## src/rtl/alu_muldiv_if.sv

```systemverilog
// alu_muldiv_if: start/busy/done request bundle for the RV32M muldiv unit.
// The master issues operations and the slave returns results.
interface alu_muldiv_if #(
  parameter int WIDTH = 32
);
  logic             Start;
  logic             Flush;
  logic [2:0]       MulDivOp;
  logic [WIDTH-1:0] Operand1;
  logic [WIDTH-1:0] Operand2;
  logic             Busy;
  logic             Done;
  logic [WIDTH-1:0] Result;

  modport master (
    output Start, Flush, MulDivOp, Operand1, Operand2,
    input  Busy, Done, Result
  );

  modport slave (
    input  Start, Flush, MulDivOp, Operand1, Operand2,
    output Busy, Done, Result
  );
endinterface

```

## src/rtl/alu_muldiv.sv

```systemverilog
// alu_muldiv: iterative RV32M multiply/divide, one bit per cycle.
// ALU_MULDIV_FAST_MUL_EN selects a single-cycle multiplier.
module alu_muldiv #(
  parameter int WIDTH = 32
) (
  input logic         CPU_CLK,
  input logic         CPU_RSTN,
  alu_muldiv_if.slave bus
);
  typedef enum logic [1:0] {IDLE, CALC, FIXUP, DONE} state_t;

  localparam int CW = $clog2(WIDTH);
  localparam logic [WIDTH-1:0] SMIN =
    {1'b1, {(WIDTH-1){1'b0}}};

  state_t           state;
  logic [CW-1:0]    cnt;
  logic [2:0]       op;
  logic             neg_a;
  logic             neg_b;
  logic [WIDTH-1:0] mag_a;
  logic [WIDTH-1:0] mag_b;
  logic [2*WIDTH-1:0] acc;
  logic [WIDTH-1:0] rem;
  logic [WIDTH-1:0] quo;
  logic             busy;
  logic             done;
  logic [WIDTH-1:0] result;

  logic             sgn_a;
  logic             sgn_b;
  logic             in_neg_a;
  logic             in_neg_b;
  logic [WIDTH-1:0] in_mag_a;
  logic [WIDTH-1:0] in_mag_b;
  logic             is_div;
  logic             div_zero;
  logic             div_ovf;
  logic [WIDTH-1:0] spec_res;

  always_comb begin
    sgn_a = 1'b0;
    sgn_b = 1'b0;
    unique case (bus.MulDivOp)
      3'b001, 3'b100, 3'b110: begin
        sgn_a = 1'b1;
        sgn_b = 1'b1;
      end
      3'b010: sgn_a = 1'b1;
      default: ;
    endcase
  end

  assign is_div   = bus.MulDivOp[2];
  assign in_neg_a = sgn_a & bus.Operand1[WIDTH-1];
  assign in_neg_b = sgn_b & bus.Operand2[WIDTH-1];
  assign in_mag_a = in_neg_a ? -bus.Operand1 : bus.Operand1;
  assign in_mag_b = in_neg_b ? -bus.Operand2 : bus.Operand2;
  assign div_zero = (bus.Operand2 == '0);
  assign div_ovf  = sgn_b && (bus.Operand1 == SMIN)
                 && (bus.Operand2 == '1);

  // REM/REMU have op[1] set; DIV/DIVU do not
  always_comb begin
    if (bus.MulDivOp[1])
      spec_res = div_zero ? bus.Operand1 : '0;
    else
      spec_res = div_zero ? '1 : SMIN;
  end

`ifdef ALU_MULDIV_FAST_MUL_EN
  logic signed [2*WIDTH-1:0] fa;
  logic signed [2*WIDTH-1:0] fb;
  logic signed [2*WIDTH-1:0] fprod;
  logic [WIDTH-1:0]          fast_res;

  assign fa = {{WIDTH{in_neg_a}}, bus.Operand1};
  assign fb = {{WIDTH{in_neg_b}}, bus.Operand2};
  assign fprod = fa * fb;
  assign fast_res = (bus.MulDivOp[1:0] == 2'b00)
                  ? fprod[WIDTH-1:0]
                  : fprod[2*WIDTH-1:WIDTH];
`endif

  logic [WIDTH:0]     add;
  logic [2*WIDTH-1:0] acc_nx;
  logic [WIDTH:0]     sh;
  logic [WIDTH:0]     diff;
  logic               ge;
  logic [WIDTH-1:0]   rem_nx;
  logic [WIDTH-1:0]   quo_nx;

  assign add    = {1'b0, acc[2*WIDTH-1:WIDTH]}
                + (acc[0] ? {1'b0, mag_a} : '0);
  assign acc_nx = {add, acc[WIDTH-1:1]};
  assign sh     = {rem, quo[WIDTH-1]};
  assign diff   = sh - {1'b0, mag_b};
  assign ge     = ~diff[WIDTH];
  assign rem_nx = ge ? diff[WIDTH-1:0] : sh[WIDTH-1:0];
  assign quo_nx = {quo[WIDTH-2:0], ge};

  logic [2*WIDTH-1:0] prod_fx;
  logic [WIDTH-1:0]   quo_fx;
  logic [WIDTH-1:0]   rem_fx;
  logic [WIDTH-1:0]   fix_res;

  assign prod_fx = (neg_a ^ neg_b) ? -acc : acc;
  assign quo_fx  = (neg_a ^ neg_b) ? -quo : quo;
  assign rem_fx  = neg_a ? -rem : rem;

  always_comb begin
    fix_res = rem_fx;
    unique case (op)
      3'b000:                 fix_res = prod_fx[WIDTH-1:0];
      3'b001, 3'b010, 3'b011: fix_res = prod_fx[2*WIDTH-1:WIDTH];
      3'b100, 3'b101:         fix_res = quo_fx;
      default:                fix_res = rem_fx;
    endcase
  end

  always_ff @(posedge CPU_CLK) begin
    if (!CPU_RSTN) begin
      state  <= IDLE;
      cnt    <= '0;
      op     <= '0;
      neg_a  <= 1'b0;
      neg_b  <= 1'b0;
      mag_a  <= '0;
      mag_b  <= '0;
      acc    <= '0;
      rem    <= '0;
      quo    <= '0;
      busy   <= 1'b0;
      done   <= 1'b0;
      result <= '0;
    end else begin
      done <= 1'b0;
      if (bus.Flush) begin
        state <= IDLE;
        busy  <= 1'b0;
      end else begin
        unique case (state)
          IDLE, DONE: begin
            state <= IDLE;
            busy  <= 1'b0;
            if (bus.Start) begin
              op    <= bus.MulDivOp;
              neg_a <= in_neg_a;
              neg_b <= in_neg_b;
              mag_a <= in_mag_a;
              mag_b <= in_mag_b;
              acc   <= {{WIDTH{1'b0}}, in_mag_b};
              rem   <= '0;
              quo   <= in_mag_a;
              cnt   <= CW'(WIDTH-1);
              if (is_div && (div_zero || div_ovf)) begin
                result <= spec_res;
                done   <= 1'b1;
                state  <= DONE;
`ifdef ALU_MULDIV_FAST_MUL_EN
              end else if (!is_div) begin
                result <= fast_res;
                done   <= 1'b1;
                state  <= DONE;
`endif
              end else begin
                state <= CALC;
                busy  <= 1'b1;
              end
            end
          end
          CALC: begin
            if (op[2]) begin
              rem <= rem_nx;
              quo <= quo_nx;
            end else begin
              acc <= acc_nx;
            end
            cnt <= cnt - 1'b1;
            if (cnt == '0)
              state <= FIXUP;
          end
          FIXUP: begin
            result <= fix_res;
            done   <= 1'b1;
            busy   <= 1'b0;
            state  <= DONE;
          end
          default: state <= IDLE;
        endcase
      end
    end
  end

  assign bus.Busy   = busy;
  assign bus.Done   = done;
  assign bus.Result = result;
endmodule

```

## src/flat_wrapper.sv

```systemverilog
// flat-port wrapper written by rule: the top's interface ports become plain ports
module alu_muldiv_flat 
#(
  parameter int WIDTH = 32
)
  (CPU_CLK, CPU_RSTN, bus_Start, bus_Flush, bus_MulDivOp, bus_Operand1, bus_Operand2, bus_Busy, bus_Done, bus_Result);
  alu_muldiv_if #(.WIDTH(WIDTH)) bus_i ();
  input logic CPU_CLK;
  input logic CPU_RSTN;
  input wire logic [$bits(bus_i.Start)-1:0] bus_Start;
  input wire logic [$bits(bus_i.Flush)-1:0] bus_Flush;
  input wire logic [$bits(bus_i.MulDivOp)-1:0] bus_MulDivOp;
  input wire logic [$bits(bus_i.Operand1)-1:0] bus_Operand1;
  input wire logic [$bits(bus_i.Operand2)-1:0] bus_Operand2;
  output wire logic [$bits(bus_i.Busy)-1:0] bus_Busy;
  output wire logic [$bits(bus_i.Done)-1:0] bus_Done;
  output wire logic [$bits(bus_i.Result)-1:0] bus_Result;
  assign bus_i.Start = bus_Start;
  assign bus_i.Flush = bus_Flush;
  assign bus_i.MulDivOp = bus_MulDivOp;
  assign bus_i.Operand1 = bus_Operand1;
  assign bus_i.Operand2 = bus_Operand2;
  assign bus_Busy = bus_i.Busy;
  assign bus_Done = bus_i.Done;
  assign bus_Result = bus_i.Result;
  alu_muldiv #(.WIDTH(WIDTH)) u_core (.CPU_CLK(CPU_CLK), .CPU_RSTN(CPU_RSTN), .bus(bus_i));
endmodule
```

## config.mk

```make
export PLATFORM = sky130hd
export DESIGN_NAME = alu_muldiv_flat
export DESIGN_NICKNAME = d
export VERILOG_FILES = /design/src/rtl/alu_muldiv_if.sv /design/src/rtl/alu_muldiv.sv /design/src/flat_wrapper.sv
export SDC_FILE = /design/constraint.sdc
export NUM_CORES = 1
export LEC_CHECK = 0
export ABC_AREA = 1
export CAP_MARGIN = 20
export CORE_MARGIN = 1
export CORE_UTILIZATION = 25
export CTS_CLUSTER_DIAMETER = 40
export DETAILED_ROUTE_END_ITERATION = 10
export SYNTH_ARGS = -nofsm -noshare
export SYNTH_HDL_FRONTEND = slang
export SYNTH_SLANG_ARGS = --single-unit
```

## constraint.sdc

```tcl
create_clock -name CPU_CLK -period 5.15 [get_ports CPU_CLK]
set_clock_uncertainty 0.2 [all_clocks]
set_input_delay 1.03 -clock CPU_CLK [delete_from_list [all_inputs] [get_ports CPU_CLK]]
set_output_delay 1.03 -clock CPU_CLK [all_outputs]
set_load 0.03 [all_outputs]
```

==> results of run 1 <==
## kinds of logic (layout without fill, tap and decap cells)
| family | Yosys count | in the layout | synth area share |
|---|---|---|---|
| flip-flops | 238 | 238 | 0.219 |
| AO/OA/AOI/OAI | 694 | 694 | 0.170 |
| adder cells (fa/ha/maj) | 77 | 77 | 0.0450 |
| buffers and inverters | 678 | 769 | 0.120 |
| AND/OR/NAND/NOR | 2163 | 2163 | 0.416 |
| XOR/XNOR | 74 | 74 | 0.0298 |
| other | 0 | 1 | 0 |
## cell usage after synthesis, types with 8 or more instances
| cell type | count | area share |
|---|---|---|
| ha_1 | 75 | 0.043 |
| a31oi_1 | 8 | 0.0023 |
| nand4_1 | 79 | 0.023 |
| nand3_1 | 379 | 0.087 |
| nor3_1 | 35 | 0.0081 |
| a21boi_0 | 15 | 0.0052 |
| a21oi_1 | 346 | 0.080 |
| dfxtp_1 | 238 | 0.22 |
| o211ai_1 | 29 | 0.010 |
| xor2_1 | 56 | 0.023 |
| o21bai_1 | 11 | 0.0038 |
| a211oi_1 | 12 | 0.0041 |
| nand3b_1 | 23 | 0.0079 |
| nand2_1 | 1108 | 0.19 |
| inv_1 | 527 | 0.091 |
| o21ai_0 | 252 | 0.058 |
| clkbuf_1 | 104 | 0.018 |
| buf_2 | 16 | 0.0037 |
| buf_1 | 17 | 0.0029 |
| nor2_1 | 508 | 0.088 |
| xnor2_1 | 18 | 0.0073 |
| or2_2 | 8 | 0.0023 |
## through the flow
| stage | instance area [um^2] | total power, uW |
|---|---|---|
| CTS | 25700 | 7560 |
| floorplan | 21700 | 3340 |
| global route | 25700 | 7910 |
| detailed placement | 23900 | 4040 |
| finish | 25700 | 7570 |
| global placement | 23900 | 4030 |
## cell type report
cell class | count | area [um^2] | share of cell area
well taps | 1144 | 1430 | 0.0556
repair buffers | 129 | 1250 | 0.0485
diodes | 1 | 2.50 | 0.0000973
flip-flops and latches | 238 | 4760 | 0.185
inverters | 536 | 2010 | 0.0783
multi-input cells | 3008 | 14400 | 0.560
clock inverters | 40 | 380 | 0.0148
clock buffers | 64 | 1480 | 0.0576
## cells in the final DEF (no fill, tap or decap), types with 35 or more instances in the layout
cell	n
nand2_1	1106
inv_1	526
nor2_1	503
nand3_1	379
a21oi_1	346
o21ai_0	252
dfxtp_1	238
clkdlybuf4s50_1	103
nand4_1	79
ha_1	74
clkbuf_16	57
xor2_1	56
nor3_1	35
## flip-flops by register name (all words and copies together), names as in the netlist
register	count
u_core.bus.Done	1
u_core.neg_a	1
u_core.bus.Busy	1
u_core.acc	64
u_core.mag_a	32
u_core.state	2
u_core.quo	32
u_core.op	3
u_core.cnt	5
u_core.bus.Result	32
u_core.neg_b	1
u_core.rem	32
u_core.mag_b	32
## routing by layer
metal / track usage / wire [um] / up-vias
li1: - / - / 12793
met1: 0.267 / 40200 / 11897
met2: 0.344 / 43300 / 1013
met3: 0.0238 / 6560 / 187
met4: 0.0874 / 4430 / 0
met5: 0 / 0 / -
## worst paths after layout
check,startpoint,to
setup / recovery,u_core.neg_a,u_core.bus.Result[30]
hold / removal,u_core.quo[30],u_core.quo[30]
setup reg to reg,u_core.neg_a,u_core.bus.Result[30]
hold reg to reg,u_core.quo[30],u_core.quo[30]
## where the power goes
part	switching [uW]	leakage [uW]	total (uW)	internal, uW
Combinational	1410	0.00977	1980	572
Sequential	123	0.00194	2080	1960
Clock	1310	0.000878	3510	2200
Total	2840	0.0126	7570	4730
## worst max-delay path, delay by kind of cell, from the launching register on
family / cells / cell delay (ns)
AND/OR/NAND/NOR: 9 / 1.42
buffers and inverters: 4 / 1.38
flip-flops: 1 / 0.74
AO/OA/AOI/OAI: 1 / 0.07
==> out/metrics.csv, run 1 <==
metric;value;unit
status;completed;
gr-total-overflow;0;
start_kind;flip-flop;
dp_cells;5055;
synthToLayoutAreaGrowth;18.4;%
clkLatencyLatePin;0.62;ns
r2r_setup_slack;1.19;ns
drive_gt1_frac;0.0408;
setup_slack;1.19;ns
whs;0.268;ns
syn-cell-area;0.0217;mm^2
antenna_found_initial;1;
drt_pass1_iterations;7;
async_flop_share;0;
crit_required;5.43;ns
nNetsFinal;4117;
tns;0;ns
vdd_ir_drop_max;0.275;mV
critical_path_arrival;4.24;ns
num_vias;25890;
synth_nets;4072;
syn_avg_cell_area;5.54;um^2
grt_pass1_vias;23645;
n_fill_cell;9787;
cap_violations;0;
detailedPlace.worstSlack;0.944;ns
instances_no_fill;5160;
synth_edf_count;0;
ys_types;49;
cts.sink_count;238;
worst_path_max_delay_cell;dfxtp_1;
max_stage_delay;0.74;ns
initial_utilization;0.254;
drt-total-wl;94500;um
fin_util;0.300;
power_density;294;mW/mm^2
ant_nets;0;
clock_path_buffers;3;
rsz0062_at_grt;no;
h-tree-depth;2;
min_path_type;reg -> reg;
dp_hpwl;74800;um
design.core.area;0.0857;mm^2
cts_tree;built;
routabilityCongestion;1.01;
detail_route.wl_per_cell;18.3;um
synth_ff_type;dfxtp_1;
crit_chain;buf_4 > nand2_1 > nand2_1 > buf_4 > inv_2 > buf_12 > nand2_1 > nand3_1 > nand2_1 > nor2_1 > nor2_1 > nand3_1 > nand2_1 > a21oi_1;
crit_path_end_kind;flip-flop;
cts-hold-fix-buffers;0;
cts_buffers;56;
p_leak;0.0126;uW
fp.dieW;297;um
grt_start_max_net_pins;83;
min_path_cells;2;
yosysWarningCount;0;
io_pins;105;
slew_viol_final;0;
die-area;0.0881;mm^2
die_h;297;um
grt_pass1_wl;142000;um
worstPathMaxFanout;49;
dr.first_iter.drc_count;2527;
postCtsSetupRepairBufs;0;
rr_worst_depth;14;
rows;107;
path_class;reg -> reg;
drc;0;
period_minus_slack;3.96;ns
finalSetupViolations;0;
fmax;252;MHz
hold_viol_final;0;
worst_pin_slew;0.932;ns
ys_ff_latch;238;
cts_root_buf;clkbuf_16;
clkSlewWorstSetupHoldPaths;0.05;ns
track_usage;0.206;
critPathMostFrequentCell;nand2_1;
via_per_inst;5.02;
cts_resized;0;
port-buffer-count;104;
finalCritPeriodShare;0.770;
slew_headroom;0.377;
synth_seq_area_share;0.219;
synthCells;3924;
Note: power is estimated with default switching activity, not from simulation.
==> run 2, diff against run 1 <==
clock period = 3.7 ns   (was 5.15 ns; I/O delays follow)
==> out/metrics.csv, run 2 (synthesis results as in run 1) <==
metric;value;unit;change
detail_route.wl_per_cell;18.4;um;+0.36%
nNetsFinal;4155;;+0.92%
seq_area;0.00476;mm^2;unchanged
cp_top_family;simple AND/OR/NAND/NOR gates;;
gr-total-overflow;0;;unchanged
worst_path_max_delay_cell;dfxtp_1;;
dr.first_iter.drc_count;2558;;+1.2%
status;completed;;
largest_reg_flops;64;;unchanged
worst_pin_slew;1.04;ns;+0.104 ns
fp.dieW;297;um;unchanged
top_register;u_core.acc;;
cts_buffers;47;;-16%
instances_no_fill;5188;;+0.54%
via_per_inst;4.95;;-1.3%
start_kind;flip-flop;;
slew_viol_final;0;;unchanged
p_leak;0.0127;uW;+1.2%
critPathMostFrequentCell;nand2_1;;
dp_hpwl;76900;um;+2.9%
hp-start;u_core.quo[30];;
finalCritPeriodShare;0.886;;+0.116
final_common_cell;nand2_1;;
slew_headroom;0.309;;-0.0679
cts_root_buf;clkbuf_16;;
track_usage;0.210;;+0.00375
cp_num_buf_inv;3;;-1
fmax;305;MHz;+21%
crit_path_end_kind;flip-flop;;
min_path_type;reg -> reg;;
multi_input_area;0.0144;mm^2;about the same
power_density;392;mW/mm^2;+33%
vdd_ir_drop_max;0.256;mV;-7.1%
hold_viol_final;0;;unchanged
io_pins;105;;unchanged
critical_path_arrival;3.51;ns;-0.73 ns
grt_pass1_vias;23791;;+0.62%
grt_start_max_net_pins;88;;+6.0%
cts.sink_count;238;;unchanged
cts_tree;built;;
crit_chain;inv_2 > nand2_1 > nand2_1 > inv_2 > buf_4 > nand2_1 > nand3_1 > nand2_1 > nand3_1 > nand4_1 > nand2_1 > a21oi_1;;
ant_nets;0;;unchanged
drt-total-wl;95400;um;+0.90%
port-buffer-count;104;;unchanged
design.core.area;0.0857;mm^2;unchanged
rsz0062_at_grt;no;;
synthToLayoutAreaGrowth;19.0;%;
cap_violations;0;;unchanged
crit_required;3.94;ns;-1.49 ns
worstPathMaxFanout;32;;-35%
dp_cells;5102;;+0.93%
detailedPlace.worstSlack;0.0896;ns;-0.854 ns
antenna_found_initial;1;;unchanged
die-area;0.0881;mm^2;unchanged
h-tree-depth;2;;unchanged
tns;0;ns;unchanged
period_minus_slack;3.28;ns;-0.688 ns
n_fill_cell;9805;;+0.18%
rows;107;;unchanged
drive_gt1_frac;0.0470;;+0.00615
initial_utilization;0.254;;unchanged
postCtsSetupRepairBufs;0;;unchanged
cts-hold-fix-buffers;0;;unchanged
clkLatencyLatePin;0.58;ns;-0.04 ns
drt_pass1_iterations;6;;-1
fin_util;0.302;;+0.00174
die_h;297;um;unchanged
num_vias;25698;;-0.74%
cts_resized;0;;unchanged
layout_common_cells;1106 x nand2_1, 526 x inv_1, 503 x nor2_1, 379 x nand3_1, 346 x a21oi_1;;
r2r-start;u_core.neg_a;;
setup_slack;0.423;ns;-0.762 ns
clkSlewWorstSetupHoldPaths;0.05;ns;about the same
crit_path_start;u_core.neg_a;;
routabilityCongestion;0.985;;-2.2%
drc;0;;unchanged
finalPower;10100;uW;+34%
clock_path_buffers;3;;unchanged
grt_pass1_wl;144000;um;+1.5%
path_class;reg -> reg;;
max_stage_delay;0.71;ns;-0.03 ns
finalSetupViolations;0;;unchanged
run 2: cell types whose count changed in the layout (fill, tap and decap cells not counted), sizes merged:
| cell | before | now |
|---|---|---|
| clkbuf | 64 | 59 |
| clkinv | 13 | 8 |
| clkinvlp | 12 | 5 |
| inv | 549 | 544 |
| buf | 26 | 73 |
| bufinv | 2 | 5 |
run 2: routing by layer:
| metal | GRT usage | wire, um | vias up |
|---|---|---|---|
| met5 | 0 | 0 | - |
| met4 | 0.0824 | 3880 | 0 |
| met3 | 0.0210 | 5480 | 161 |
| met2 | 0.352 | 44300 | 847 |
| met1 | 0.275 | 41700 | 11832 |
| li1 | - | - | 12858 |
run 2: area by class of cell:
cell class,count,area share
clock inverters,26,0.0129
diodes,1,0.0000967
repair buffers,176,0.0638
clock buffers,59,0.0495
well taps,1144,0.0553
flip-flops and latches,238,0.184
inverters,536,0.0778
multi-input cells,3008,0.556
run 2: path summary, 6_finish.rpt:
check	endpoint	slack, ns	cells after the start
worst min-delay path	u_core.quo[30]	0.27	2
worst max-delay path	u_core.bus.Result[14]	0.42	12
worst max register to register	u_core.bus.Result[14]	0.42	12
worst min register to register	u_core.quo[30]	0.27	2
run 2: per-stage QoR:
stage | hold WS (ns) | area, um^2
after floorplan | 0.245 | 21700
after CTS | 0.271 | 25900
after global routing | 0.304 | 25900
after global placement | 0.257 | 24300
after detailed placement | 0.263 | 24300
final | 0.275 | 25900
run 2: worst min-delay path: cells and delay by family (launching register included):
| kind | cells | cell delay [ns] |
|---|---|---|
| simple gates | 1 | 0.06 |
| compound gates | 1 | 0.06 |
| flops | 1 | 0.31 |
run 2: where the power goes:
group | switching (uW) | internal [uW]
clock | 1580 | 2830
sequential | 169 | 2730
combinational | 1980 | 848
total | 3740 | 6410
==> patch, RTL diff (config.mk and constraints of run 2) <==
`WIDTH` is set to 32 in 3 places; all go to 16.
--- a/src/rtl/alu_muldiv_if.sv
+++ b/src/rtl/alu_muldiv_if.sv
@@ -2,5 +2,5 @@
 // The master issues operations and the slave returns results.
 interface alu_muldiv_if #(
-  parameter int WIDTH = 32
+  parameter int WIDTH = 16
 );
   logic             Start;
--- a/src/rtl/alu_muldiv.sv
+++ b/src/rtl/alu_muldiv.sv
@@ -2,5 +2,5 @@
 // ALU_MULDIV_FAST_MUL_EN selects a single-cycle multiplier.
 module alu_muldiv #(
-  parameter int WIDTH = 32
+  parameter int WIDTH = 16
 ) (
   input logic         CPU_CLK,
--- a/src/flat_wrapper.sv
+++ b/src/flat_wrapper.sv
@@ -2,5 +2,5 @@
 module alu_muldiv_flat 
 #(
-  parameter int WIDTH = 32
+  parameter int WIDTH = 16
 )
   (CPU_CLK, CPU_RSTN, bus_Start, bus_Flush, bus_MulDivOp, bus_Operand1, bus_Operand2, bus_Busy, bus_Done, bus_Result);
Ports: changed (resized bus_Operand1, bus_Operand2 and bus_Result); port bits go from 105 to 57. The function was not compared with the original's and may differ.
==> patch against run 2 <==
Worst setup slack gained 270 ps; final area shrank 54%; final cell count is 56% lower; power down 57%; sequential cell count down 113; via count fell by 56%; routed wire length decreased by 64%; synthesized area fell by 53%; sequential share of layout area increased by 2.8 points; non-clock buffer count decreased by 104; highest routed layer unchanged; largest cell class unchanged; global-route usage down 4.2 points; largest power group unchanged.
==> patch: results (changes against run 2) <==
| Metric | Value |
|---|---|
| Post-Layout Cell Count | `2292 (-56%)` |
| Worst R2R Path Depth | `15 (+3)` |
| Vias in the first global route | `10403 (-56%)` |
| Post-place setup slack | `555.1 ps (+465.4 ps)` |
| Largest cells by area after synthesis | `dfxtp_1 (25%), nand2_1 (17%), a21oi_1 (9.0%)` |
| Count of cells resized by post-cts repair | `0 (unchanged)` |
| Minimum clock period | `3003 ps (-273.6 ps)` |
| Hold Vio Cnt, Final | `0 (unchanged)` |
| XOR/XNOR Fraction of Synth Area | `3.192% (+0.21 points)` |
| Diode count | `0 (-1)` |
| Clock tree buffer depth | `2 (-1)` |
| Static Leak | `0.005699 µW (-55%)` |
| Synth Warn # | `0 (unchanged)` |
| Initial antenna violation count | `0 (-1)` |
| FF-to-FF setup slack | `700 ps (+270 ps)` |
| Dpl cell area | `11180 µm² (-54%)` |
| Hold WC Path Type | `reg -> reg` |
| Async SR Flop Fraction | `0% (unchanged)` |
| Largest net degree at the start of global routing | `52 (-41%)` |
| Dpl hpwl | `26.36 mm (-66%)` |
| Post-CTS setup buffer count | `0 (unchanged)` |
| Net Count, Synth | `1808 (-56%)` |
| H-tree Lvls | `4 (+2)` |
| Tot GR Track Use | `16.77% (-4.2 points)` |
| Number of DRC violations after detailed-routing iteration 0 | `976 (-62%)` |
| WL per Instance | `14.97 µm (-19%)` |
| Vias/cell | `4.914 (-0.80%)` |
| Clock Latency Late Sink | `440 ps (-140 ps)` |
| Clock transition at the registers of the reported paths | `60 ps` |
| CTS buffer count | `17 (-64%)` |
| Drt pass-1 iters | `5 (-1)` |
| Most frequent cells after synthesis | `nand2_1 (451), nor2_1 (206), inv_1 (204)` |
| Count of cell types in the netlist | `44 (-10%)` |
| RD Place Congestion | `0.9276 (-5.8%)` |
| Biggest register | `u_core.acc` |
| WHS Path Cells | `1 (-1)` |
| Post-synthesis compound-gate area fraction | `18.60% (+1.6 points)` |
| Synth Area in Adders | `5.593% (+1.1 points)` |
| Slew @ Worst Pin | `811.2 ps (-224.7 ps)` |
| CTS root buffer | `clkbuf_16` |
| CP arrival | `3100 ps (-410 ps)` |
| Status | `finished clean` |
| Worst-path maximum fanout | `17 (-47%)` |
| IO buf count | `56 (-46%)` |
| Max FFs per register | `32 (-50%)` |
| VDD IR max | `0.0003480 V (+36%)` |
| Register area share after synthesis | `24.75% (+2.8 points)` |
| First-pass GRT wire length | `54.96 mm (-62%)` |
| Layout cells sized above 1 | `4.697% (about the same)` |
| Mux contribution to synthesized area | `0% (unchanged)` |
| Syn Inst Count | `1725 (-56%)` |
## patch: cell types whose count changed after synthesis, moves of 26 or more
cell / delta
a21oi_1: -164
clkbuf_1: -70
dfxtp_1: -113
ha_1: -33
inv_1: -323
nand2_1: -657
nand3_1: -230
nand4_1: -59
nor2_1: -302
o21ai_0: -121
xor2_1: -26
## patch: final cells by class
cell class                      count  area (µm²)
Timing Repair Buffer               72       693.2
Clock buffer                       19       452.9
Inverter                          215       807.0
Clock inverter                     13       187.7
Multi-Input combinational cell   1323        6518
Tap cell                          525       656.9
Fill cell                        4510       28010
Sequential cell                   125        2502
## patch: worst max-delay path, cell delays in order (launching register included)
cell and delay (ps):
dfxtp_1 350, inv_1 140, ha_1 280, fa_1 420
inv_1 120, nand3_1 70, nand2_1 150, nand2_1 70
nand2_1 150, nand2_1 120, nand2_1 100, nand2_1 60
nand2_2 320, nand2_1 140, nand3_1 110, a21oi_1 60
## patch: path summary, 6_finish.rpt
path / start / endpoint
max: u_core.quo[15] / u_core.rem[9]
min: u_core.cnt[0] / u_core.cnt[0]
max reg2reg: u_core.quo[15] / u_core.rem[9]
min reg2reg: u_core.cnt[0] / u_core.cnt[0]
## patch: cell families (layout without fill, tap and decap cells)
| family | Yosys count | count (layout) |
|---|---|---|
| AND/OR/NAND/NOR | 885 | 885 |
| adder cells (fa/ha/maj) | 44 | 44 |
| AO/OA/AOI/OAI | 358 | 358 |
| XOR/XNOR | 36 | 36 |
| flip-flops | 125 | 125 |
| buffers and inverters | 277 | 319 |
## patch: metal layers
metal  share of wire (%)  GRT usage [%]
met3                 5.4          2.263
met5                   0              0
met2                  45          27.18
met1                  47          22.61
met4                 2.7          6.015
## patch: per-stage QoR
stage / hold WS (ps) / util (%)
floorplan: 231.3 / -
global placement: 249.4 / 28.07
detailed placement: 250.6 / 28.07
CTS: 265.3 / 29.68
global route: 288.6 / 29.68
finish: 260.4 / 29.68
## patch: where the power goes
part	switching, µW	internal (µW)	total [µW]
logic	723	351	1070
registers	83.8	1420	1510
clock network	663	1160	1830
total	1470	2940	4410
